**src/rtl/brnch_pred_pkg.sv**
```systemverilog
// Shared widths and types for the branch target buffer / branch resolution slice.
package brnch_pred_pkg;

    localparam int PC_W        = 32;
    localparam int BTB_ENTRIES = 16;
    localparam int IDX_W       = $clog2(BTB_ENTRIES);
    localparam int TAG_W       = PC_W - IDX_W - 2;

    typedef struct packed {
        logic             valid;
        logic [TAG_W-1:0] tag;
        logic [PC_W-1:0]  target;
    } btb_entry_t;

    typedef struct packed {
        logic            vld;
        logic [PC_W-1:0] pc;
        logic            pred_taken;
        logic [PC_W-1:0] pred_tgt;
    } ifid_brch_t;

    typedef enum logic {
        RUN   = 1'b0,
        FLUSH = 1'b1
    } res_state_e;

endpackage

```
**src/rtl/btb_regs.sv**
```systemverilog
// BTB entry storage: asynchronous read port and one synchronous write port.
// Only the valid bits are reset; tag/target payloads are masked by valid.
module btb_regs #(
    parameter  int BTB_ENTRIES = brnch_pred_pkg::BTB_ENTRIES,
    localparam int IDX_W       = $clog2(BTB_ENTRIES)
) (
    input  logic                       clk,
    input  logic                       rst_n,
    input  logic [IDX_W-1:0]           rd_idx_i,
    output brnch_pred_pkg::btb_entry_t rd_entry_o,
    input  logic                       wr_en_i,
    input  logic [IDX_W-1:0]           wr_idx_i,
    input  brnch_pred_pkg::btb_entry_t wr_entry_i
);
    import brnch_pred_pkg::*;

    logic [BTB_ENTRIES-1:0] valid_q;
    logic [TAG_W-1:0]       tag_q [BTB_ENTRIES];
    logic [PC_W-1:0]        tgt_q [BTB_ENTRIES];

    always_ff @(posedge clk) begin
        if (rst_n) begin
            valid_q <= '0;
        end else if (wr_en_i) begin
            valid_q[wr_idx_i] <= wr_entry_i.valid;
        end
    end

    always_ff @(posedge clk) begin
        if (wr_en_i) begin
            tag_q[wr_idx_i] <= wr_entry_i.tag;
            tgt_q[wr_idx_i] <= wr_entry_i.target;
        end
    end

    // Read sees pre-write contents when the same index is written this cycle.
    assign rd_entry_o = '{valid:  valid_q[rd_idx_i],
                          tag:    tag_q[rd_idx_i],
                          target: tgt_q[rd_idx_i]};

endmodule

```
**src/rtl/brnch_tgt_buf_resolve.sv**
```systemverilog
// BTB lookup/redirect in IF plus branch resolution and one-cycle flush in ID.
// Define BTB_STATS_EN to add saturating resolution/mispredict counters.
module brnch_tgt_buf_resolve #(
    parameter  int PC_W        = brnch_pred_pkg::PC_W,
    parameter  int BTB_ENTRIES = brnch_pred_pkg::BTB_ENTRIES,
    localparam int IDX_W       = $clog2(BTB_ENTRIES)
) (
    input  logic            clk,
    input  logic            rst_n,
    input  logic            if_valid,
    input  logic [PC_W-1:0] if_pc,
    input  logic            predict_br_taken,
    input  logic            id_stall,
    input  logic            id_brch_valid,
    input  logic            id_actual_taken,
    input  logic [PC_W-1:0] id_actual_target,
    output logic            pred_redirect,
    output logic [PC_W-1:0] pred_target,
    output logic [4:0]      brch_addr_lw_5b,
    output logic            mispredict_flush,
    output logic [PC_W-1:0] correct_pc,
    output logic [31:0]     stat_brch_cnt,
    output logic [31:0]     stat_misp_cnt
);
    import brnch_pred_pkg::*;

    res_state_e               state_q, state_d;
    ifid_brch_t               ifid_q, ifid_d;
    logic [PC_W-1:0]          correct_pc_q, correct_pc_d;
    btb_entry_t               rd_entry, wr_entry;
    logic [IDX_W-1:0]         if_idx;
    logic [PC_W-IDX_W-3:0]    if_tag;
    logic                     hit, res_fire, mispredict, btb_we;

    assign if_idx          = if_pc[IDX_W+1:2];
    assign if_tag          = if_pc[PC_W-1:IDX_W+2];
    assign brch_addr_lw_5b = if_pc[6:2];

    btb_regs #(.BTB_ENTRIES(BTB_ENTRIES)) u_btb (
        .clk        (clk),
        .rst_n      (rst_n),
        .rd_idx_i   (if_idx),
        .rd_entry_o (rd_entry),
        .wr_en_i    (btb_we),
        .wr_idx_i   (ifid_q.pc[IDX_W+1:2]),
        .wr_entry_i (wr_entry)
    );

    assign hit           = rd_entry.valid && (rd_entry.tag == if_tag);
    assign pred_redirect = if_valid && predict_br_taken && hit && (state_q == RUN);
    assign pred_target   = hit ? rd_entry.target : '0;

    // A taken branch with a correct direction but stale target still mispredicts.
    assign res_fire   = id_brch_valid && ifid_q.vld && !id_stall && (state_q == RUN);
    assign mispredict = res_fire &&
                        ((id_actual_taken != ifid_q.pred_taken) ||
                         (id_actual_taken && ifid_q.pred_taken &&
                          (id_actual_target != ifid_q.pred_tgt)));
    assign btb_we     = res_fire && id_actual_taken;
    assign wr_entry   = '{valid:  1'b1,
                          tag:    ifid_q.pc[PC_W-1:IDX_W+2],
                          target: id_actual_target};

    always_ff @(posedge clk) begin
        if (rst_n) begin
            state_q      <= RUN;
            ifid_q       <= '0;
            correct_pc_q <= '0;
        end else begin
            state_q      <= state_d;
            ifid_q       <= ifid_d;
            correct_pc_q <= correct_pc_d;
        end
    end

    always_comb begin
        state_d      = state_q;
        correct_pc_d = correct_pc_q;
        case (state_q)
            RUN: begin
                if (mispredict) begin
                    state_d      = FLUSH;
                    correct_pc_d = id_actual_taken ? id_actual_target
                                                   : ifid_q.pc + PC_W'(4);
                end
            end
            FLUSH:   state_d = RUN;
            default: state_d = RUN;
        endcase
    end

    // Wrong-path instructions are squashed both at the mispredict edge and during the flush.
    always_comb begin
        ifid_d = ifid_q;
        if (mispredict || (state_q == FLUSH)) begin
            ifid_d.vld = 1'b0;
        end else if (!id_stall) begin
            ifid_d = '{vld:        if_valid,
                       pc:         if_pc,
                       pred_taken: pred_redirect,
                       pred_tgt:   pred_target};
        end
    end

    assign mispredict_flush = (state_q == FLUSH);
    assign correct_pc       = correct_pc_q;

`ifdef BTB_STATS_EN
    logic [31:0] brch_cnt_q, misp_cnt_q;

    always_ff @(posedge clk) begin
        if (rst_n) begin
            brch_cnt_q <= '0;
            misp_cnt_q <= '0;
        end else begin
            if (res_fire && (brch_cnt_q != '1)) brch_cnt_q <= brch_cnt_q + 32'd1;
            if (mispredict && (misp_cnt_q != '1)) misp_cnt_q <= misp_cnt_q + 32'd1;
        end
    end

    assign stat_brch_cnt = brch_cnt_q;
    assign stat_misp_cnt = misp_cnt_q;
`else
    assign stat_brch_cnt = '0;
    assign stat_misp_cnt = '0;
`endif

endmodule
```
**config.mk**
```make
export PLATFORM = sky130hd
export DESIGN_NAME = brnch_tgt_buf_resolve
export DESIGN_NICKNAME = d
export VERILOG_FILES = /design/src/rtl/brnch_pred_pkg.sv /design/src/rtl/btb_regs.sv /design/src/rtl/brnch_tgt_buf_resolve.sv
export SDC_FILE = /design/constraint.sdc
export NUM_CORES = 1
export LEC_CHECK = 0
export ABC_AREA = 1
export BUFFER_PORTS_ARGS = -buffer_cell sky130_fd_sc_hd__buf_2
export CELL_PAD_IN_SITES_DETAIL_PLACEMENT = 1
export CELL_PAD_IN_SITES_GLOBAL_PLACEMENT = 2
export CORE_MARGIN = 10
export CORE_UTILIZATION = 40
export CTS_CLUSTER_DIAMETER = 30
export DETAILED_ROUTE_END_ITERATION = 8
export GPL_ROUTABILITY_DRIVEN = 0
export PLACE_DENSITY_LB_ADDON = 0.2
export SETUP_SLACK_MARGIN = 0.2
export SLEW_MARGIN = 20
export SYNTH_ARGS = -nofsm -noshare
export SYNTH_HDL_FRONTEND = slang
export SYNTH_SLANG_ARGS = --single-unit
```
**constraint.sdc**
```tcl
create_clock -name clk -period 6.5 [get_ports clk]
set_input_delay 0.325 -clock clk [delete_from_list [all_inputs] [get_ports clk]]
set_output_delay 0.325 -clock clk [all_outputs]
set_load 0.05 [all_outputs]
```
==> impl_metrics.yaml, run 1 <==
setup_path:
  r2r_cells: 16
  rrSetupSlack_ns: 2.48
  cp_data_arrival_time_ns: 5.09
  r2r-start: "ifid_q[31]"
  path_max_fanout: 186
  path_cells: "buf_8 -> inv_16 -> buf_12 -> nand2_1 -> nand3_1 -> nand3_1 -> nand3_1 -> nand3_1 -> nand2_1 -> nor2_1 -> nand2_1 -> nor2_1 -> nand2_1 -> nor2_8 -> buf_4 -> nand2_2 -> inv_1 -> buf_2"
  critPathBufInv: 6
  start_kind: "input pin"
  critPathSlowestCell: "nor2_8"
  cp_top_family: "buffers and inverters"
  cp_slowest_stage_delay_ns: 0.58
  end_kind: "output port"
  path_class: "input pin to output port"
  rr_endpoint: "ifid_q[0]"
  cp.required_ns: 6.17
power:
  power_switching_uw: 4673
  power.density_nw_per_um2: 370.1
  intPower_uw: 15370
  vdd_drop_max_uv: 261.4
  p_comb_frac: 0.051
  p_leak_uw: 0.02083
  power_frac_clock: 0.578
  seq_power_share: 0.371
  switching_share: 0.2331
final_layout:
  drive_gt1_frac: 0.1452
  fillerInstances: 11380
  fin_nets: 4286
  final_common_cell: "nand2_1"
  seqCellArea_um2: 30170
  multi_input_area_um2: 11240
  layout_common_cells: "1008 x nand2_1, 928 x edfxtp_1, 348 x a21oi_1, 303 x inv_1, 285 x nand3_1"
  area_growth_pct: 23.28
clock_network:
  cts_buffers: 220
  htree_levels: 4
  clk_latency_ns: 0.81
  clk_path_buf_depth: 3
  clock_sinks: 1043
  cts_tree: "built"
  cts_setup_buffers: 0
  cts_root_buf: "clkbuf_16"
  clk_pin_slew_ns: 0.05
die:
  die-area_um2: 123500
  dieHeight_um: 351.4
  num_io_pins: 206
  core_area_um2: 109000
  num_rows: 121
  die_x_um: 351.4
  initial_core_util: 0.4030
hold_path:
  holdPathEnd: "ifid_q[57]"
  hold_path_depth: 3
  hp-start: "if_pc[24]"
  hold_path_class: "input pin to flip-flop"
timing:
  max-slew-margin-rel: 0.2052
  fin_setup_tns_ns: 0
  fmax_mhz: 184.8
  slew_violations: 0
  finalSetupViolCount: 0
  worst_hold_slack_ns: 0.07379
  period_share: 0.8327
  worstMarginPinSlew_ns: 1.192
  skew_ns: 0.04088
  rsz0062_at_grt: "false"
  min_period_ns: 5.412
  hold_viol_final: 0
logic_synthesis:
  ys_types: 40
  synth-edff-count: 928
  netlist_area_um2: 43930
  syn_avg_cell_area_um2: 11.08
  synth-seq-area-share: 0.6867
  synthCells: 3964
  synth-seq-cells: 1043
  async_reset_ff_frac: 0
  ys_warn_count: 0
  synth-main-ff-cell: "edfxtp_1"
job:
  cap_violations: 0
routing:
  routedWlPerCell_um: 25.66
  drtPass1Iterations: 5
  drt-vias-per-instance: 5.437
  vias: 31660
  ant_nets: 0
  drc: 0
  drt_iter0_markers: 2585
  finalWirelength_um: 149400
global_routing:
  antenna_found_initial: 5
  track_usage: 0.2387
  grt_pass1_wl_um: 219300
  gr-total-overflow: 0
  grt_max_degree: 187
  grt_pass1_vias: 32890
run_status:
  status: "finished clean"
placement:
  io_buffer_count: 141
  dp_hpwl_um: 80070
repair_timing:
item	CTS	global route
hold endpoints to repair	544	0
gates resized for setup	0	0
hold buffers	60	0
cells in the mapped netlist (all sizes together) (5+ instances only):
library cell | number | share of area
ha | 5 | 0.0014
clkbuf | 119 | 0.010
nand2 | 1039 | 0.091
o21ai | 208 | 0.024
edfxtp | 928 | 0.63
nor3 | 13 | 0.0015
a21oi | 349 | 0.040
xnor2 | 18 | 0.0036
a211oi | 6 | 0.0010
nor4 | 5 | 0.00071
or2 | 13 | 0.0019
xor2 | 17 | 0.0034
buf | 186 | 0.029
nand4 | 14 | 0.0020
o211ai | 14 | 0.0024
dfxtp | 115 | 0.052
inv | 310 | 0.027
nand3 | 286 | 0.033
a221oi | 124 | 0.025
nor2 | 179 | 0.016
sequential cells by signal, indices dropped and copies added (netlist names):
signal            flops
u_btb.tgt_q         512
correct_pc           32
u_btb.valid_q        16
u_btb.tag_q         416
ifid_q               66
mispredict_flush      1
worst max path at each step:
| stage | cells past startpoint | to | slack (ns) | start |
|---|---|---|---|---|
| after floorplan | 5 | u_btb.tag_q[11][0] | 0.85 | mispredict_flush |
| after global placement | 18 | pred_target[4] | 1.44 | if_pc[2] |
| after detailed placement | 18 | pred_target[4] | 1.39 | if_pc[2] |
| after CTS | 18 | pred_target[4] | 1.38 | if_pc[2] |
| after global routing | 20 | pred_target[8] | 1.06 | if_pc[2] |
| final | 18 | pred_target[4] | 1.09 | if_pc[2] |
cell families (layout without fill, tap and decap cells):
| family | Yosys count | count (layout) | synth area share |
|---|---|---|---|
| buffers and inverters | 615 | 995 | 0.06553 |
| XOR/XNOR | 35 | 35 | 0.006977 |
| flip-flops | 1043 | 1043 | 0.6867 |
| AO/OA/AOI/OAI | 712 | 712 | 0.09361 |
| adder cells (fa/ha/maj) | 5 | 5 | 0.001424 |
| other | 1 | 66 | 0.00008536 |
| AND/OR/NAND/NOR | 1552 | 1552 | 0.1454 |
| multiplexers | 1 | 1 | 0.0002278 |
tightest hold or removal path: stages:
cell and delay, ns:
buf_2 0.13, o21ai_0 0.20, a21oi_1 0.16
layout make-up:
type | count | area share
clock inverter | 158 | 0.03680
inverter | 310 | 0.02215
multi-input combinational | 2369 | 0.2076
tap | 1414 | 0.03267
clock buffer | 261 | 0.1075
antenna | 2 | 0.00009240
timing repair buffer | 266 | 0.03622
sequential | 1043 | 0.5570
stage by stage:
stage | setup WS, ns | utilization | std cells | area (um^2) | total power [uW]
6_report | 1.088 | 0.4969 | 5823 | 54160 | 20040
5_1_grt | 1.058 | 0.4969 | 5822 | 54160 | 20630
4_1_cts | 1.383 | 0.4966 | 5820 | 54130 | 20160
3_5_place_dp | 1.395 | 0.4194 | 5341 | 45710 | 8538
3_3_place_gp | 1.442 | 0.4191 | 5340 | 45690 | 8527
2_1_floorplan | 0.8499 | - | 4027 | 44170 | 8173
per-layer routing:
layer / part of all wire / routed length (um) / track usage
met1: 0.45 / 66950 / 0.3239
met2: 0.48 / 71550 / 0.3948
met3: 0.054 / 8005 / 0.04017
met4: 0.019 / 2895 / 0.06425
met5: 0.000087 / 13 / 0
power groups by stage:
stage | clock network, uW | registers, uW | logic (uW)
6_report | 11600 | 7440 | 1020
5_1_grt | 12100 | 7440 | 1110
4_1_cts | 11700 | 7440 | 1020
3_5_place_dp | 0 | 7560 | 978
3_3_place_gp | 0 | 7560 | 969
2_1_floorplan | 0 | 7550 | 626
(Power assumes the default switching activity.)
==> inputs of run 2 (changes only) <==
CORE_UTILIZATION = 37   (was 40)
clock period = 4.83 ns   (was 6.5 ns; I/O delays follow)
==> impl_metrics.yaml, run 2 (synthesis results as in run 1) <==
die:
  dieHeight_um: 364.6
  core_area_um2: 117900
  num_io_pins: 206
  die-area_um2: 132900
  initial_core_util: 0.3726
  num_rows: 126
  die_x_um: 364.6
clock_network:
  cts_setup_buffers: 0
  hold_buffers: 63
  cts_tree: "built"
  clk_path_buf_depth: 4
  cts_buffers: 277
  clock_sinks: 1043
  clk_pin_slew_ns: 0.04
  post_cts_resized: 0
  clk_latency_ns: 0.84
  cts_root_buf: "clkbuf_16"
  htree_levels: 5
final_layout:
  fin_nets: 4369
  top_regs: "u_btb.tgt_q: 512 flops, u_btb.tag_q: 416 flops, ifid_q: 66 flops"
  layout_common_cells: "1008 x nand2_1, 928 x edfxtp_1, 348 x a21oi_1, 303 x inv_1, 285 x nand3_1"
  drive_gt1_frac: 0.1601
  largest_register_ff_count: 512
  area_growth_pct: 27.91
  final_common_cell: "nand2_1"
  post-route-util: 0.4765
  top_register: "u_btb.tgt_q"
  design_area_um2: 56190
run_status:
  status: "finished clean"
power:
  p_comb_frac: 0.046
  vdd_drop_max_uv: 317.3
  p_leak_uw: 0.02181
  power_switching_uw: 6549
  switching_share: 0.2192
  power.density_nw_per_um2: 531.7
  intPower_uw: 23330
  power_frac_clock: 0.618
  seq_power_share: 0.335
routing:
  finalWirelength_um: 151700
  drtPass1Iterations: 5
  ant_nets: 0
  drt_iter0_markers: 2667
  drt-vias-per-instance: 5.330
  routedWlPerCell_um: 25.14
  drc: 0
  vias: 32170
placement:
  io_buffer_count: 141
  placed_cell_area_um2: 46200
  dp_hpwl_um: 82340
setup_path:
  start_kind: "input pin"
  critPathSlowestCell: "buf_4"
  cp.required_ns: 4.59
  cp_data_arrival_time_ns: 3.88
  end_kind: "output port"
  path_max_fanout: 87
  cp_slowest_stage_delay_ns: 0.43
  path_class: "input pin to output port"
  path_cells: "clkbuf_8 -> inv_8 -> buf_4 -> nand3_1 -> nand3_1 -> nand3_1 -> nand3_1 -> nand2_1 -> nor2_1 -> nand2_1 -> nor2_1 -> nand2_1 -> nor2_8 -> buf_12 -> nand2_1 -> inv_1 -> buf_2"
timing:
  min_period_ns: 4.123
  worstMarginPinSlew_ns: 1.026
  hold_viol_final: 0
  max-slew-margin-rel: 0.3163
  skew_ns: 0.05433
  rsz0062_at_grt: "false"
  fin_setup_tns_ns: 0
  fmax_mhz: 242.5
  finalSetupViolCount: 0
  slew_violations: 0
  period_share: 0.8536
hold_path:
  hold_path_class: "input pin to flip-flop"
global_routing:
  grt_pass1_vias: 33470
  gr-total-overflow: 0
  antenna_found_initial: 1
  grt_pass1_wl_um: 223400
  grt_max_degree: 146
  track_usage: 0.2247
job:
  cap_violations: 0
[run 2: cell types whose count changed in the layout (fill, tap and decap cells not counted), sizes merged]
cell         before  now
clkbuf          262  327
buf             205  228
bufinv           34   45
clkinvlp         33   23
inv             326  317
clkinv           75   83
dlygate4sd3      60   63
diode             2    1
[run 2: power by group through the flow]
stage / Clock [uW] / Combinational, uW / Sequential, uW
2_1_floorplan: 0 / 843 / 10200
3_3_place_gp: 0 / 1320 / 10200
3_5_place_dp: 0 / 1330 / 10200
4_1_cts: 18700 / 1380 / 10000
5_1_grt: 19200 / 1510 / 10000
6_report: 18500 / 1380 / 10000
[run 2: cell type report]
cell class / count / area [um^2]
Tap cell: 1536 / 1922
Timing Repair Buffer: 292 / 2300
Antenna cell: 1 / 2.502
Clock buffer: 326 / 7289
Multi-Input combinational cell: 2369 / 11240
Inverter: 310 / 1197
Sequential cell: 1043 / 30170
Clock inverter: 158 / 2072
Fill cell: 12360 / 61730
[run 2: per-stage QoR]
step	power (uW)	setup slack, ns	hold slack (ns)	std cells
2_1_floorplan	11000	-0.8201	0.3202	4027
3_3_place_gp	11490	0.8049	0.4500	5486
3_5_place_dp	11510	0.8352	0.4578	5487
4_1_cts	30100	0.8129	0.07390	6034
5_1_grt	30770	0.5475	0.05090	6034
6_report	29880	0.7071	0.06470	6035
[run 2: worst paths after layout]
kind	slack, ns	cells after the start	endpoint	from
setup / recovery	0.71	17	pred_target[30]	if_pc[3]
hold / removal	0.06	3	ifid_q[57]	if_pc[24]
setup reg to reg	1.60	6	u_btb.tgt_q[5][11]	mispredict_flush
hold reg to reg	0.46	2	u_btb.valid_q[12]	u_btb.valid_q[12]
[run 2: critical path, delay by kind of cell]
kind                   cells  cell delay (ns)
buffers and inverters      6             1.68
and+or+nand+nor           11             1.57
[run 2: per-layer routing]
metal | GRT usage | vias up | part of all wire
li1 | - | 14440 | -
met1 | 0.3026 | 16550 | 0.45
met2 | 0.3683 | 914 | 0.48
met5 | 0 | - | 0
met4 | 0.06918 | 0 | 0.023
met3 | 0.03949 | 256 | 0.054
==> inputs of run 3 (changes only) <==
CORE_UTILIZATION = 36   (was 37)
SYNTH_HIERARCHICAL = 1   (was not set)
==> impl_metrics.yaml, run 3 <==
run_status:
  status: "finished clean"
die:
  num_io_pins: 206
  dieHeight_um: 381.4
  die_x_um: 381.4
  die-area_um2: 145500
  core_area_um2: 129600
  initial_core_util: 0.3627
  num_rows: 132
job:
  cap_violations: 0
clock_network:
  htree_levels: 5
  cts_root_buf: "clkbuf_16"
  clock_sinks: 1043
  cts_tree: "built"
  hold_buffers: 64
  post_cts_resized: 0
  clk_pin_slew_ns: 0.05
  clk_latency_ns: 0.88
  clk_path_buf_depth: 4
  cts_buffers: 294
  cts_setup_buffers: 0
global_routing:
  antenna_found_initial: 5
  grt_pass1_wl_um: 244500
  grt_max_degree: 130
  grt_pass1_vias: 37260
  track_usage: 0.2222
  gr-total-overflow: 0
power:
  power_switching_uw: 6679
  vdd_drop_max_uv: 353.5
  seq_power_share: 0.333
  intPower_uw: 23510
  p_comb_frac: 0.050
  switching_share: 0.2213
  power.density_nw_per_um2: 506.8
  power_frac_clock: 0.618
  p_leak_uw: 0.02615
setup_path:
  end_kind: "output port"
  cp_data_arrival_time_ns: 3.69
  cp_slowest_stage_delay_ns: 0.50
  path_class: "input pin to output port"
  rrSetupSlack_ns: 1.40
  cp.required_ns: 4.59
  rr_endpoint: "u_btb/tag_q[13][9]"
  crit_path_frequent_cell: "nand3_1"
  path_max_fanout: 90
  critPathSlowestCell: "inv_8"
  path_cells: "buf_8 -> inv_8 -> buf_4 -> nand3_1 -> nand3_1 -> nand3_1 -> nand2_1 -> a21boi_1 -> o211ai_1 -> nor3_1 -> nand3_1 -> nor3_1 -> buf_4 -> buf_2"
  start_kind: "input pin"
  r2r_cells: 6
  r2r-start: "mispredict_flush"
final_layout:
  largest_register_ff_count: 512
  area_growth_pct: 26.66
  drive_gt1_frac: 0.1249
  top_regs: "u_btb/tgt_q: 512 flops, u_btb/tag_q: 416 flops, ifid_q: 66 flops"
  top_register: "u_btb/tgt_q"
  layoutNonFillerInstCount: 7231
  design_area_um2: 59570
  fin_nets: 5340
  final_common_cell: "nand2_1"
  layout_common_cells: "1569 x nand2_1, 928 x edfxtp_1, 814 x inv_1, 788 x nand3_1, 303 x clkbuf_16"
routing:
  drt_iter0_markers: 2518
  ant_nets: 0
  finalWirelength_um: 165300
  drtPass1Iterations: 5
  drt-vias-per-instance: 4.959
  vias: 35860
  drc: 0
  routedWlPerCell_um: 22.86
timing:
  fmax_mhz: 254.5
  fin_setup_tns_ns: 0
  period_share: 0.8136
  min_period_ns: 3.930
  hold_viol_final: 0
  skew_ns: 0.05569
  slew_violations: 0
  max-slew-margin-rel: 0.2357
  rsz0062_at_grt: "false"
  worstMarginPinSlew_ns: 1.146
  worst_hold_slack_ns: 0.1182
  finalSetupViolCount: 0
hold_path:
  hold_path_class: "input pin to flip-flop"
  hp-start: "id_stall"
  hold_path_depth: 5
  holdPathEnd: "ifid_q[30]"
logic_synthesis:
  synth_top_cell_area_share: 0.5926
  synthTopCellsByArea: "edfxtp_1 59%, nand2_1 13%, nand3_1 8.4%"
  synth_top_cell_by_area: "edfxtp_1"
  ys_types: 38
  synthCells: 4936
  ys_warn_count: 6
  synth-edff-count: 928
  netlist_area_um2: 47030
  async_reset_ff_frac: 0
  synth-seq-area-share: 0.6415
  yosysMostFrequentCell: "nand2_1"
  syn_avg_cell_area_um2: 9.527
  synth-seq-cells: 1043
  synth_common_cells: "1569 x nand2_1, 928 x edfxtp_1, 817 x inv_1, 788 x nand3_1, 136 x nor2_1"
  synth-main-ff-cell: "edfxtp_1"
placement:
  io_buffer_count: 141
  dp_hpwl_um: 89510
  placed_cell_area_um2: 49380
  dp.cells: 6649
[run 3: cell count changes after synthesis, sizes merged, moves of 14 or more]
cell    change
nand2     +535
inv       +513
nand3     +504
a21oi     -257
o21ai     -161
a221oi    -124
buf        +79
clkbuf     -64
nor2       -35
nand3b     +14
[run 3: worst max path at each step]
stage	startpoint	to	slack, ns	cells after the start
finish	if_pc[3]	pred_redirect	0.90	14
detailed placement	if_pc[3]	pred_redirect	0.91	14
global placement	if_pc[3]	pred_redirect	0.85	14
CTS	if_pc[2]	pred_redirect	0.86	16
floorplan	mispredict_flush	u_btb/tag_q[15][0]	0.57	5
global route	if_pc[2]	pred_target[28]	0.63	18
[run 3: layer usage]
metal / GRT usage / vias to the layer above / share of wire
li1: - / 16520 / -
met1: 0.3009 / 18150 / 0.46
met2: 0.3636 / 883 / 0.47
met3: 0.03564 / 305 / 0.045
met4: 0.06875 / 2 / 0.025
met5: 0 / - / 0.000079
[run 3: cell families (layout without fill, tap and decap cells)]
group                    Yosys count  count (layout)  synth area share
AO/OA/AOI/OAI                    151             151           0.01668
XOR/XNOR                          43              43          0.008008
adder cells (fa/ha/maj)            2               2         0.0005320
buffers and inverters           1144            1631            0.1046
flip-flops                      1043            1043            0.6415
other                              2              68         0.0001597
AND/OR/NAND/NOR                 2551            2551            0.2285
[run 3: power by group through the flow]
stage	Clock, uW	Sequential (uW)	Combinational, uW
after floorplan	0	10200	918
after global placement	0	10200	1450
after detailed placement	0	10200	1460
after CTS	18900	10000	1510
after global routing	19400	10000	1650
final	18600	10000	1510
[run 3: area by class of cell]
class | count | area (um^2)
diodes | 3 | 7.507
repair buffers | 292 | 2241
well taps | 1742 | 2180
clock inverters | 149 | 1597
multi-input cells | 2812 | 12310
fillers | 14340 | 70080
inverters | 824 | 3123
flip-flops and latches | 1043 | 30170
clock buffers | 366 | 7939
[run 3: worst max-delay path: cells and delay by family]
family	cells	cell delay (ns)
compound gates	2	0.26
buf+inv	5	1.65
simple gates	7	1.33
[run 3: metrics by stage]
stage,util,worst slack [ns],total power (uW)
2_1_floorplan,-,0.5695,11090
5_1_grt,0.4594,0.6284,31120
3_3_place_gp,0.3809,0.8505,11640
6_report,0.4594,0.9004,30190
4_1_cts,0.4594,0.8629,30470
3_5_place_dp,0.3809,0.9084,11650
